### src/rtl/uart_cmd_pkg.sv
// uart_cmd_pkg: shared types and ASCII helpers for the drive-command link.
// Used by uart_cmd_rx, uart_rx_byte and command_translator.
package uart_cmd_pkg;

  typedef enum logic [2:0] {
    CMD_STOP  = 3'd0,
    CMD_FWD   = 3'd1,
    CMD_BACK  = 3'd2,
    CMD_LEFT  = 3'd3,
    CMD_RIGHT = 3'd4
  } drive_cmd_e;

  typedef enum logic [2:0] {
    RX_IDLE,
    RX_START,
    RX_DATA,
    RX_STOP,
    RX_WAIT_HIGH
  } rx_state_e;

  typedef enum logic {
    MSG_WAIT_CMD,
    MSG_WAIT_MULT
  } msg_state_e;

  localparam logic [7:0] ASCII_S = 8'h53;
  localparam logic [7:0] ASCII_F = 8'h46;
  localparam logic [7:0] ASCII_B = 8'h42;
  localparam logic [7:0] ASCII_L = 8'h4C;
  localparam logic [7:0] ASCII_R = 8'h52;
  localparam logic [7:0] ASCII_0 = 8'h30;
  localparam logic [7:0] ASCII_7 = 8'h37;

  function automatic logic is_cmd_letter(
    input logic [7:0] c
  );
    return (c == ASCII_S) || (c == ASCII_F) ||
           (c == ASCII_B) || (c == ASCII_L) ||
           (c == ASCII_R);
  endfunction

  function automatic logic is_digit(
    input logic [7:0] c
  );
    return (c >= ASCII_0) && (c <= ASCII_7);
  endfunction

  function automatic drive_cmd_e ascii_to_cmd(
    input logic [7:0] c
  );
    drive_cmd_e r;
    r = CMD_STOP;
    unique case (1'b1)
      (c == ASCII_F): r = CMD_FWD;
      (c == ASCII_B): r = CMD_BACK;
      (c == ASCII_L): r = CMD_LEFT;
      (c == ASCII_R): r = CMD_RIGHT;
      default:        r = CMD_STOP;
    endcase
    return r;
  endfunction

endpackage

### src/rtl/uart_rx_byte.sv
// uart_rx_byte: 2-flop synchroniser plus 8N1 byte receiver.
// Ports: clk, reset, uart_in -> data[7:0], byte_valid, frame_err.
module uart_rx_byte
  import uart_cmd_pkg::*;
#(
  parameter int CLKS_PER_BIT = 434
) (
  input  logic       clk,
  input  logic       reset,
  input  logic       uart_in,
  output logic [7:0] data,
  output logic       byte_valid,
  output logic       frame_err
);

  localparam int CW = $clog2(CLKS_PER_BIT + 1);
  localparam logic [CW-1:0] HALF = CW'(CLKS_PER_BIT / 2);
  localparam logic [CW-1:0] FULL = CW'(CLKS_PER_BIT);
  localparam logic [CW-1:0] ONE  = CW'(1);

  logic          sync0;
  logic          sync1;
  logic [1:0]    fill;
  logic          prev;
  rx_state_e     state;
  rx_state_e     state_n;
  logic [CW-1:0] cnt;
  logic [CW-1:0] cnt_n;
  logic [2:0]    bit_idx;
  logic [2:0]    bit_n;
  logic [7:0]    shreg;
  logic [7:0]    sh_n;
  logic          bv_n;
  logic          fe_n;

  assign data = shreg;

  // fill marks when sync1 holds a real line sample rather than
  // its reset value; prev only reads high on a genuinely high
  // line, so a line held low through reset never looks like an edge.
  always_ff @(posedge clk) begin
    if (reset) begin
      sync0      <= 1'b1;
      sync1      <= 1'b1;
      fill       <= 2'b00;
      prev       <= 1'b0;
      state      <= RX_IDLE;
      cnt        <= '0;
      bit_idx    <= '0;
      shreg      <= '0;
      byte_valid <= 1'b0;
      frame_err  <= 1'b0;
    end else begin
      sync0      <= uart_in;
      sync1      <= sync0;
      fill       <= {fill[0], 1'b1};
      prev       <= sync1 & fill[1];
      state      <= state_n;
      cnt        <= cnt_n;
      bit_idx    <= bit_n;
      shreg      <= sh_n;
      byte_valid <= bv_n;
      frame_err  <= fe_n;
    end
  end

  // cnt equals the cycles elapsed since the last reference point
  // (start edge or previous sample).
  always_comb begin
    state_n = state;
    cnt_n   = cnt + ONE;
    bit_n   = bit_idx;
    sh_n    = shreg;
    bv_n    = 1'b0;
    fe_n    = 1'b0;
    unique case (state)
      RX_IDLE: begin
        cnt_n = '0;
        if (prev && !sync1) begin
          state_n = RX_START;
          cnt_n   = ONE;
        end
      end
      RX_START: begin
        if (cnt == HALF) begin
          cnt_n   = ONE;
          bit_n   = '0;
          state_n = sync1 ? RX_IDLE : RX_DATA;
        end
      end
      RX_DATA: begin
        if (cnt == FULL) begin
          cnt_n = ONE;
          sh_n  = {sync1, shreg[7:1]};
          bit_n = bit_idx + 3'd1;
          if (bit_idx == 3'd7) begin
            state_n = RX_STOP;
          end
        end
      end
      RX_STOP: begin
        if (cnt == FULL) begin
          cnt_n = '0;
          if (sync1) begin
            bv_n    = 1'b1;
            state_n = RX_IDLE;
          end else begin
            fe_n    = 1'b1;
            state_n = RX_WAIT_HIGH;
          end
        end
      end
      RX_WAIT_HIGH: begin
        cnt_n = '0;
        if (sync1) begin
          state_n = RX_IDLE;
        end
      end
      default: begin
        cnt_n   = '0;
        state_n = RX_IDLE;
      end
    endcase
  end

endmodule

### src/rtl/uart_cmd_rx.sv
// uart_cmd_rx: decodes two-byte ASCII drive messages from the UART.
// Ports: clk, reset, uart_in -> command, multiplier, valid, frame_err, cmd_err.
module uart_cmd_rx
  import uart_cmd_pkg::*;
#(
  parameter int CLK_FREQ     = 50_000_000,
  parameter int BAUD         = 115200,
  parameter int TIMEOUT_BITS = 20
) (
  input  logic       clk,
  input  logic       reset,
  input  logic       uart_in,
  output logic [2:0] command,
  output logic [2:0] multiplier,
  output logic       valid,
  output logic       frame_err,
  output logic       cmd_err
);

  localparam int CPB = CLK_FREQ / BAUD;
  localparam int TO  = TIMEOUT_BITS * CPB;
  localparam int TW  = $clog2(TO + 1);
  localparam logic [TW-1:0] TO_LAST = TW'(TO - 1);
  localparam logic [TW-1:0] T_ONE   = TW'(1);

  logic       [7:0] data;
  logic             byte_valid;

  msg_state_e       mstate;
  msg_state_e       mstate_n;
  drive_cmd_e       pend;
  drive_cmd_e       pend_n;
  logic    [TW-1:0] tcnt;
  logic    [TW-1:0] tcnt_n;
  logic       [2:0] cmd_n;
  logic       [2:0] mult_n;
  logic             valid_n;
  logic             err_n;

  uart_rx_byte #(
    .CLKS_PER_BIT(CPB)
  ) u_rx (
    .clk       (clk),
    .reset     (reset),
    .uart_in   (uart_in),
    .data      (data),
    .byte_valid(byte_valid),
    .frame_err (frame_err)
  );

  always_ff @(posedge clk) begin
    if (reset) begin
      mstate     <= MSG_WAIT_CMD;
      pend       <= CMD_STOP;
      tcnt       <= '0;
      command    <= 3'd0;
      multiplier <= 3'd0;
      valid      <= 1'b0;
      cmd_err    <= 1'b0;
    end else begin
      mstate     <= mstate_n;
      pend       <= pend_n;
      tcnt       <= tcnt_n;
      command    <= cmd_n;
      multiplier <= mult_n;
      valid      <= valid_n;
      cmd_err    <= err_n;
    end
  end

  // tcnt = cycles since the pending letter arrived, so the
  // timeout strobe lands exactly TO cycles after that byte.
  always_comb begin
    mstate_n = mstate;
    pend_n   = pend;
    tcnt_n   = tcnt;
    cmd_n    = command;
    mult_n   = multiplier;
    valid_n  = 1'b0;
    err_n    = 1'b0;
    unique case (mstate)
      MSG_WAIT_CMD: begin
        tcnt_n = '0;
        if (byte_valid) begin
          if (is_cmd_letter(data)) begin
            pend_n   = ascii_to_cmd(data);
            tcnt_n   = T_ONE;
            mstate_n = MSG_WAIT_MULT;
          end else begin
            err_n = 1'b1;
          end
        end
      end
      MSG_WAIT_MULT: begin
        tcnt_n = tcnt + T_ONE;
        if (frame_err) begin
          tcnt_n   = '0;
          mstate_n = MSG_WAIT_CMD;
        end else if (byte_valid) begin
          unique case (1'b1)
            is_digit(data): begin
              cmd_n    = pend;
              // '0'..'7' share their low three bits with the value
              mult_n   = data[2:0];
              valid_n  = 1'b1;
              tcnt_n   = '0;
              mstate_n = MSG_WAIT_CMD;
            end
            is_cmd_letter(data): begin
              err_n  = 1'b1;
              pend_n = ascii_to_cmd(data);
              tcnt_n = T_ONE;
            end
            default: begin
              err_n    = 1'b1;
              tcnt_n   = '0;
              mstate_n = MSG_WAIT_CMD;
            end
          endcase
        end else if (tcnt == TO_LAST) begin
          err_n    = 1'b1;
          tcnt_n   = '0;
          mstate_n = MSG_WAIT_CMD;
        end
      end
      default: begin
        tcnt_n   = '0;
        mstate_n = MSG_WAIT_CMD;
      end
    endcase
  end

endmodule

### config.mk
export PLATFORM = sky130hd
export DESIGN_NAME = uart_cmd_rx
export DESIGN_NICKNAME = d
export VERILOG_FILES = /design/src/rtl/uart_cmd_pkg.sv /design/src/rtl/uart_rx_byte.sv /design/src/rtl/uart_cmd_rx.sv
export SDC_FILE = /design/constraint.sdc
export NUM_CORES = 1
export LEC_CHECK = 0
export ABC_AREA = 1
export CAP_MARGIN = 20
export CORE_AREA = 2 2 80 82
export DETAILED_ROUTE_END_ITERATION = 10
export DIE_AREA = 0 0 82 84
export PLACE_DENSITY = 0.62
export SLEW_MARGIN = 20
export SYNTH_ARGS = -nofsm -noshare
export SYNTH_HDL_FRONTEND = slang
export SYNTH_SLANG_ARGS = --single-unit
### constraint.sdc
create_clock -name clk -period 2 [get_ports clk]
set_input_delay 0.3 -clock clk [delete_from_list [all_inputs] [get_ports clk]]
set_output_delay 0.3 -clock clk [all_outputs]
set_load 0.005 [all_outputs]
# After elaboration in Yosys (flattened, before gate mapping)
# Cells that the tools add are included.
[op_classes] add_sub_neg=3 n_lt_le_gt_ge=2 n_eq_ne=20 mux=45 bitwise=6 n_reduce_logical=15
[op_table] op="14-bit 2-to-1 mux" count=3
[op_table] op="8-bit by 7-bit == test with 1-bit output, second input constant" count=5
[op_table] op="3-bit 2-to-1 mux" count=12
[op_table] op="9-bit case mux with 4 select lines" count=1
[op_table] op="14-bit case mux with 2 select lines" count=1
[op_table] op="9-bit 2-to-1 mux" count=3
[op_table] op="1-bit 2-to-1 mux" count=18
[op_table] op="3-bit case mux with 5 select lines" count=1
[op_table] op="14-bit by 1-bit adder with 14-bit output, second input constant" count=1
[op_table] op="14-bit == test, second input constant" count=1
[op_table] op="2-bit by 1-bit inequality test with 1-bit output, second input constant" count=6
[op_table] op="3-bit case mux with 2 select lines" count=2
[op_table] op="3-bit case mux with 4 select lines" count=1
[op_table] op="9-bit by 1-bit adder with 9-bit output, second input constant" count=1
[op_table] op="9-bit by 8-bit == test with 1-bit output, second input constant" count=1
[op_table] op="9-bit == test, second input constant" count=1
[op_table] op="8-bit by 6-bit >= comparator with 1-bit output, second input constant" count=1
[op_table] op="8-bit by 6-bit less-or-equal comparator with 1-bit output, second input constant" count=1
[op_table] op="3-bit by 2-bit == test with 1-bit output, second input constant" count=2
[op_table] op="3-bit == test, second input constant" count=2
[op_table] op="6-bit AND reduction" count=1
[op_table] op="1-bit inverter" count=5
[op_table] op="1-bit logical OR" count=4
[op_table] op="1-bit case mux with 2 select lines" count=2
[op_table] op="other kinds (14)" count=15
[totals] ff_bits=56 out_inout_bits=9

# Longest topological paths before layout
# Gate-level depths: netlist (run 1).
[logic_depth] ltp_word=9 depth_mapped=10 depth_no_buf=10

# Modules after synthesis
# A second synthesis (run 1) with hierarchy kept.
[unflattened] cells_unflattened=364 hier_area_um2=2867.8
[by_module_without_submodules] module="uart_rx_byte" n_inst=1 cells_per_inst=175 area_each_um2=1440.1 seq_area_each_um2=600.6
[by_module_without_submodules] module="uart_cmd_rx" n_inst=1 cells_per_inst=189 area_each_um2=1427.6 seq_area_each_um2=520.5

# Worst setup path after synthesis (run 1)
# No wires, ideal clock.
[synth_timing] kind="register -> register" from="reg u_rx.cnt[0]" to="reg u_rx.shreg[5] (netlist: u_rx.data[5])" setup_time_ns=0.119 t_arrival_ns=1.223 t_required_ns=1.881 path_slack_ns=0.658 stages_incl_launch_ff=10 path_buffers=0 path_cell_list="dfxtp_1 inv_1 ha_1 nand2_1 nor3_2 nand2_2 nor2_8 inv_2 o21ai_0 a21oi_1"
[synth_between] elab_chain_len=2
[synth_lines] element="start, declared" line="uart_rx_byte.sv:27" rtl="logic [CW-1:0] cnt;"
[synth_lines] element="start signal, assigned" line="uart_rx_byte.sv:59" rtl="cnt <= cnt_n;"
[synth_lines] element="9-bit == test" line="uart_rx_byte.sv:92" rtl="if (cnt == FULL) begin"
[synth_lines] element="2-bit AND reduction (no line)"
[synth_lines] element="end signal, assigned" line="uart_rx_byte.sv:61" rtl="shreg <= sh_n;"
[synth_lines] element="end, declared" line="uart_rx_byte.sv:31" rtl="logic [7:0] shreg;"
# No other way between the ends.
# A chain may end at the register's enable or synchronous reset.

# Worst setup path after layout (run 1)
# Ends and elaborated chain as after synthesis.

==> flow_summary.yaml, run 1 <==
status:
  status: "finished, final reports clean"
clocking:
  clock_latency_ps: 310
  cts_buffer_depth: 2
  cts-resized-gates: 0
  cts_tree: "yes"
  root_buffer: "clkbuf_8"
  post_cts_buffers: 0
  cts_sinks: 56
  hold_buffers: 0
  htree_num_levels: 2
  numCtsBuffers: 5
  clk_pin_slew_worst_paths_ps: 90
global_route:
  grt_pass1_vias: 1937
  overflow: 0
  track_usage: 0.149
  grt_max_degree: 24
  grt_antenna_before_repair: 0
  grt_pass1_wl_mm: 8.12
sta:
  worstMarginPinSlew_ps: 282
  fin_ws_ps: 403
  fin_crit_sh: 0.799
  finalSetupViolations: 0
  final-max-slew-violation-count: 0
  relSlewSlack: 0.811
  rsz0062_at_grt: "no"
  hold_viol: 0
  max_freq_mhz: 626
  final.setup.tns_ps: 0
  fin_crit_ps: 1600
  finalClockSkew_ps: 14.0
setup_path:
  cp-start-kind: "register"
  crit_path_start: "u_rx.cnt[0]"
  worst_path_max_delay_cell: "dfxtp_1"
  rrSetupSlack_ps: 400
  end_kind: "register"
  required_ps: 2200
  worst-path-max-fanout: 17
  r2r-end: "u_rx.data[5]"
  slowest_delay_ps: 340
  endpoint: "u_rx.data[5]"
  critPathKind: "register to register"
  crit_arrival_ps: 1800
  crit_chain: "inv_1, ha_1, nand2_1, nor3_2, nand2_2, nor2_8, inv_2, o21ai_0, a21oi_1"
  r2r-start: "u_rx.cnt[0]"
  rr_worst_depth: 9
pwr:
  p_leak_nw: 1.11
  power_density_nw_per_um2: 781
  ir_drop_v: 0.000521
final_layout:
  final_cell_count_no_fill: 446
  fin_nets: 379
  antennaDiodeCount: 0
  fillers: 617
  layout_common_cells: "nand2_1, dfxtp_1, inv_1, nor2_1, a21oi_1"
  syn_to_final_growth_pct: 11.1
  drive_above_1_share: 0.114
  layout_commonest_cell: "nand2_1"
floorplanning:
  fp.coreArea_um2: 6100
  ios: 12
  dieArea_um2: 6890
  die_w_um: 82
  start_util: 0.427
  die_h_um: 84
  rows: 29
logic_synthesis:
  syn_area_um2: 2600
  syn_area_per_cell_um2: 7.35
  synth_seq_cells: 56
  synth_top_area_cell: "dfxtp_1"
  ys_warn_count: 0
  synth_top_area_frac: 0.431
  synth_seq_area_share: 0.431
  synthDistinctLibCells: 30
  synth_nets: 363
  synth.area.top_cells: "dfxtp_1, nand2_1, inv_1, nor2_1, a21oi_1"
  postSynthCellCount: 354
drt:
  routedWlPerCell_um: 10.5
  drc: 0
  antenna_left: 0
  first_pass_iters: 4
  avgViaCountPerCell: 4.74
  drtIter0Drc: 78
  vias: 2116
  drt-total-wl_mm: 4.67
place:
  dp.final_hpwl_mm: 3.38
  dp_slack_ps: 423
  portBuffers: 11
  dp_cells: 440
  gp_congestion: 0.833
flow_run:
  cap_violations: 0
worst_hold_path:
  hold_class: "register to register"
## flip-flops by register name, summed over array words and instances, names as in the netlist, 2 cells and up
register,count
command,3
multiplier,3
pend,3
tcnt,14
u_rx.bit_idx,3
u_rx.cnt,9
u_rx.data,8
u_rx.fill,2
u_rx.state,3
## cell type report
cell class / instances / area [um^2] / area share
clock buffer: 5 / 68.8 / 0.0238
clock inverter: 1 / 30.0 / 0.0104
inverter: 52 / 195 / 0.0676
multi-input combinational: 241 / 1240 / 0.431
sequential: 56 / 1120 / 0.388
tap: 77 / 96.3 / 0.0333
timing repair buffer: 14 / 133 / 0.0459
## worst max-delay path: cells and delay by family, from the launching register on
| kind | cells | cell delay (ps) |
|---|---|---|
| AO/OA/AOI/OAI | 2 | 200 |
| AND/OR/NAND/NOR | 4 | 580 |
| flip-flops | 1 | 340 |
| adder cells (fa/ha/maj) | 1 | 170 |
| buffers and inverters | 2 | 210 |
## Yosys cell counts
cell type  instances
nand2_1           63
dfxtp_1           56
inv_1             48
nor2_1            48
a21oi_1           28
nand3_1           23
o21ai_0           17
nand2_2            8
nand4_1            7
nor3_1             7
nor3_2             7
ha_1               6
a21oi_2            4
inv_2              4
nor2_2             4
xnor2_1            3
and3_1             2
clkbuf_1           2
nand3_2            2
nor4_1             2
o21ai_1            2
or2_2              2
xor2_1             2
a31oi_1            1
buf_12             1
buf_2              1
buf_4              1
nand3b_1           1
nor2_8             1
o21ai_2            1
## routing by layer
layer / track usage / up-vias / routed length [um]
li1: - / 1159 / -
met1: 0.193 / 932 / 2390
met2: 0.234 / 19 / 2100
met3: 0.0433 / 6 / 118
met4: 0.0485 / 0 / 57
met5: 0 / - / 0
## worst min path at each step
stage                       from      endpoint  slack, ps  depth (start not counted)
floorplan           u_rx.fill[0]  u_rx.fill[1]        390                          2
global placement    u_rx.fill[0]  u_rx.fill[1]        390                          2
detailed placement  u_rx.fill[0]  u_rx.fill[1]        390                          2
CTS                 u_rx.fill[0]  u_rx.fill[1]        410                          2
global route        u_rx.fill[0]  u_rx.fill[1]        420                          2
finish              u_rx.fill[0]  u_rx.fill[1]        410                          2
## through the flow
stage	instance area, um^2	hold WS (ps)	util	total power, W
floorplan	2600	388	-	0.00151
global placement	2790	390	0.458	0.00158
detailed placement	2790	392	0.458	0.00158
CTS	2890	406	0.474	0.00229
global route	2890	424	0.474	0.00240
finish	2890	405	0.474	0.00226
## cells by family (layout without fill, tap and decap cells)
logic type / count (synthesis) / in the layout / synth area share
AOI/OAI and AO/OA: 53 / 53 / 0.110
adders and majority gates: 6 / 6 / 0.0289
DFF: 56 / 56 / 0.431
xor gates and xnor gates: 5 / 5 / 0.0168
buffers and inverters: 57 / 72 / 0.0904
and+or+nand+nor: 177 / 177 / 0.323
## where the power goes
part | internal (W) | switching [W] | leakage, nW | total, W
Combinational | 0.000123 | 0.000234 | 0.609 | 0.000357
Clock | 0.000360 | 0.000347 | 0.0501 | 0.000707
Sequential | 0.00115 | 0.0000390 | 0.453 | 0.00119
No activity file was read; power rests on OpenSTA's default activity.
==> run 2, diff against run 1 <==
clock period = 1.65 ns   (was 2 ns; I/O delays follow)
==> run 2 against run 1 <==
Combinational power up 24%. Final area rose by 1.5%. Final cell count increased by 2.0%. Count of clock-buffer cells in the layout is 3 higher. Critical path depth did not move. Register-to-register slack lost 240 ps. Sequential power rose by 22%. Utilization increased by 0.72 points. Critical path type unchanged.
==> flow_summary.yaml, run 2 (synthesized netlist as in run 1, its figures left out) <==
status:
  status: "finished, final reports clean"
global_route:
  grt_antenna_before_repair: 0
  track_usage: 0.148
  grt_pass1_vias: 1948
  grt_pass1_wl_mm: 8.12
  grt_max_degree: 24
  overflow: 0
drt:
  antenna_left: 0
  first_pass_iters: 4
  vias: 2163
  drt-total-wl_mm: 4.65
  routedWlPerCell_um: 10.2
  drc: 0
  avgViaCountPerCell: 4.75
  drtIter0Drc: 106
sta:
  finalClockSkew_ps: 5.77
  final.setup.tns_ps: 0
  final-max-slew-violation-count: 0
  worstMarginPinSlew_ps: 274
  relSlewSlack: 0.816
  finalSetupViolations: 0
  hold_viol: 0
  holdWs_ps: 404
  rsz0062_at_grt: "no"
  fin_crit_sh: 0.899
  max_freq_mhz: 674
  fin_ws_ps: 166
  fin_crit_ps: 1480
setup_path:
  worst-path-max-fanout: 8
  required_ps: 1850
  rr_worst_depth: 9
  r2r-start: "u_rx.cnt[0]"
  cp-start-kind: "register"
  r2r-end: "u_rx.data[6]"
  end_kind: "register"
  crit_chain: "inv_2, ha_1, nand2_1, nor3_2, nand2_2, nor2_8, buf_4, buf_4, a21oi_1"
  rrSetupSlack_ps: 170
  slowest_delay_ps: 350
  crit_arrival_ps: 1680
  cp_top_family: "simple AND/OR/NAND/NOR gates"
  crit_top_cell: "buf_4"
  crit_path_start: "u_rx.cnt[0]"
  critPathKind: "register to register"
  crit_buf_inv: 3
  worst_path_max_delay_cell: "dfxtp_1"
final_layout:
  layout_common_cells: "nand2_1, dfxtp_1, nor2_1"
  fillers: 628
  layout.area.seq_um2: 1120
  antennaDiodeCount: 0
  final_cell_count_no_fill: 455
  top_register: "tcnt"
  drive_above_1_share: 0.132
  largest_register_ffs: 14
  syn_to_final_growth_pct: 12.7
  layout_commonest_cell: "nand2_1"
  multi_input_area_um2: 1240
  fin_nets: 386
floorplanning:
  die_w_um: 82
  start_util: 0.427
  fp.coreArea_um2: 6100
  die_h_um: 84
  dieArea_um2: 6890
  ios: 12
  rows: 29
flow_run:
  cap_violations: 0
clocking:
  cts_sinks: 56
  root_buffer: "clkbuf_8"
  clk_pin_slew_worst_paths_ps: 90
  cts_buffer_depth: 2
  numCtsBuffers: 5
  clock_latency_ps: 310
  htree_num_levels: 2
  cts_tree: "yes"
place:
  portBuffers: 11
  dp_cells: 442
  dp_slack_ps: 124
  gp_congestion: 0.859
  dp.final_hpwl_mm: 3.40
pwr:
  power_density_nw_per_um2: 904
  p_leak_nw: 1.15
  ir_drop_v: 0.000555
worst_hold_path:
  hold_class: "register to register"
  min_from: "u_rx.fill[0]"
  min_path_cells: 2
  min_to: "u_rx.fill[1]"
-- run 2: worst max path at each step --
stage / endpoint / slack, ps / cells past startpoint
after detailed placement: u_rx.data[5] / 120 / 9
after global routing: u_rx.state[2] / 20 / 9
final: u_rx.data[6] / 170 / 9
after floorplan: u_rx.data[5] / 310 / 9
after CTS: u_rx.data[5] / 110 / 9
after global placement: u_rx.data[5] / 180 / 9
-- run 2: power by group --
part | internal [W] | switching (W) | total (W) | leakage [nW]
combinational | 0.000149 | 0.000291 | 0.000441 | 0.648
clock | 0.000344 | 0.000418 | 0.000762 | 0.0455
sequential | 0.00140 | 0.0000512 | 0.00145 | 0.453
total | 0.00189 | 0.000761 | 0.00265 | 1.15
-- run 2: worst reg2reg max path, cell delays in order (launching register included) --
cell and delay (ps):
dfxtp_1 350, inv_2 80, ha_1 130, nand2_1 60, nor3_2 120, nand2_2 150
nor2_8 180, buf_4 140, buf_4 110, a21oi_1 60
-- run 2: area by class of cell --
| type | count | share of cell area |
|---|---|---|
| sequential | 56 | 0.382 |
| clock buffer | 8 | 0.0307 |
| tap | 77 | 0.0328 |
| inverter | 52 | 0.0666 |
| timing repair buffer | 21 | 0.0631 |
| multi-input combinational | 241 | 0.424 |
-- run 2: metrics by stage --
stage               instance area [um^2]  total power, W  utilization
detailed placement                  2810         0.00191        0.460
CTS                                 2900         0.00269        0.475
floorplan                           2600         0.00183            -
global placement                    2810         0.00191        0.460
finish                              2930         0.00265        0.481
global route                        2930         0.00282        0.481
-- run 2: layer usage --
layer	track usage	vias to the layer above	routed length, um	share of wire
met5	0	-	0	0
met4	0.0697	0	66	0.014
met3	0.0292	9	159	0.034
met2	0.236	27	2100	0.45
met1	0.188	949	2320	0.50
li1	-	1178	-	-
-- run 2: what timing repair did --
action                                  CTS  global route
resized for setup                         0             2
endpoints found under the setup margin    0             5
setup buffers                             0             5
hold buffers                              0             0
==> run 3, diff against run 2 <==
CORE_AREA = 2 2 70 72   (was 2 2 80 82)
DIE_AREA = 0 0 72 74   (was 0 0 82 84)
PLACE_DENSITY = 0.76   (was 0.62)
==> run 3 against run 2 <==
Worst setup slack worse by 16 ps. Clock skew is 5.2 ps higher. Flip-flop and latch count did not move. Critical path type unchanged.
==> flow_summary.yaml, run 3 (synthesized netlist as in run 1, its figures left out) <==
clocking:
  cts-resized-gates: 0
  numCtsBuffers: 5
  htree_num_levels: 2
  clock_latency_ps: 300
  cts_sinks: 56
  cts_buffer_depth: 2
  root_buffer: "clkbuf_8"
  hold_buffers: 0
  clk_pin_slew_worst_paths_ps: 100
  cts_tree: "yes"
setup_path:
  required_ps: 1890
  critPathKind: "register to register"
  end_kind: "register"
  crit_arrival_ps: 1740
  worst-path-max-fanout: 7
  cp-start-kind: "register"
sta:
  final-max-slew-violation-count: 0
  finalClockSkew_ps: 10.9
  final.setup.tns_ps: 0
  hold_viol: 0
  finalSetupViolations: 0
  fin_crit_sh: 0.909
  max_freq_mhz: 667
  holdWs_ps: 407
  rsz0062_at_grt: "no"
  relSlewSlack: 0.813
  fin_crit_ps: 1500
  worstMarginPinSlew_ps: 279
pwr:
  pwr-share-seq: 0.549
  power_w: 0.00263
  p_leak_nw: 1.12
  ir_drop_v: 0.000911
  internal-power_w: 0.00185
  p_comb_frac: 0.170
  switchingPower_w: 0.000776
  netSwitchingFraction: 0.295
  power_density_nw_per_um2: 916
  clock_power_share: 0.281
final_layout:
  antennaDiodeCount: 0
  largest_register_ffs: 14
  top_register: "tcnt"
  fin_nets: 382
  fillers: 421
  layout_commonest_cell: "nand2_1"
  syn_to_final_growth_pct: 10.3
  drive_above_1_share: 0.120
  layout_common_cells: "nand2_1, dfxtp_1, inv_1, nor2_1, a21oi_1"
floorplanning:
  dieArea_um2: 5330
  die_w_um: 72
  die_h_um: 74
  rows: 25
  fp.coreArea_um2: 4600
  ios: 12
  start_util: 0.566
drt:
  drt-met1-wl_mm: 2.22
  maxUsedRoutingLayer: "met4"
  vias: 2135
  first_pass_iters: 4
  wl_met3_um: 86
  avgViaCountPerCell: 4.99
  wl_met2_mm: 2.14
  antenna_left: 0
  routedWlPerCell_um: 10.5
  drt-total-wl_mm: 4.49
  drc: 0
  drtIter0Drc: 82
global_route:
  grt_antenna_before_repair: 0
  grt_pass1_vias: 1855
  grt_max_degree: 24
  grt_pass1_wl_mm: 7.80
  overflow: 0
  track_usage: 0.183
worst_hold_path:
  hold_class: "register to register"
place:
  portBuffers: 11
  gp_congestion: 0.794
  dp.final_hpwl_mm: 3.32
flow_run:
  cap_violations: 0
status:
  status: "finished, final reports clean"
-- run 3: cell types whose count changed in the layout (fill, tap and decap cells not counted), sizes merged --
cell    delta
buf        -4
clkbuf     -1
clkinv     +1
-- run 3: final timing paths --
path                            slack (ps)  depth (start not counted)      endpoint          from
worst max-delay path                   150                          9  u_rx.data[7]   u_rx.cnt[0]
worst min-delay path                   410                          2  u_rx.fill[1]  u_rx.fill[0]
worst max register to register         150                          9  u_rx.data[7]   u_rx.cnt[0]
worst min register to register         410                          2  u_rx.fill[1]  u_rx.fill[0]
-- run 3: area by class of cell --
| type | instances | area [um^2] | share of cell area |
|---|---|---|---|
| multi-input cells | 241 | 1240 | 0.434 |
| clock inverters | 1 | 8.76 | 0.00305 |
| clock buffers | 7 | 76.3 | 0.0266 |
| flip-flops and latches | 56 | 1120 | 0.391 |
| well taps | 54 | 67.6 | 0.0235 |
| repair buffers | 17 | 155 | 0.0541 |
| inverters | 52 | 195 | 0.0680 |
-- run 3: repair_timing --
action,in CTS,in global routing
endpoints found under the hold margin,0,0
setup buffers,0,2
setup endpoints to repair,0,1
-- run 3: power by group through the flow --
stage | clock [W] | sequential, W | combinational (W)
finish | 0.000738 | 0.00144 | 0.000446
global route | 0.000818 | 0.00145 | 0.000521
CTS | 0.000761 | 0.00144 | 0.000449
detailed placement | 0 | 0.00148 | 0.000447
global placement | 0 | 0.00147 | 0.000433
floorplan | 0 | 0.00147 | 0.000362
-- run 3: critical path, stage by stage, from the launching register on --
cell and delay (ps):
dfxtp_1 340, inv_1 90, ha_1 140, nand2_1 60
nor3_2 120, nand2_2 150, nor2_8 180, buf_4 160
o21ai_0 70, a21oi_1 130
-- run 3: metrics by stage --
step / cell area [um^2] / setup WS, ps / util / std cells
2_1_floorplan: 2600 / 308 / - / 354
3_3_place_gp: 2770 / 184 / 0.602 / 418
3_5_place_dp: 2770 / 138 / 0.602 / 418
4_1_cts: 2850 / 128 / 0.621 / 426
5_1_grt: 2870 / 26.8 / 0.624 / 428
6_report: 2870 / 150 / 0.624 / 428
-- run 3: routing by layer --
layer / vias up / GRT usage
met2: 20 / 0.326
met1: 943 / 0.225
li1: 1167 / -
met4: 0 / 0.0587
met3: 5 / 0.0339
met5: - / 0
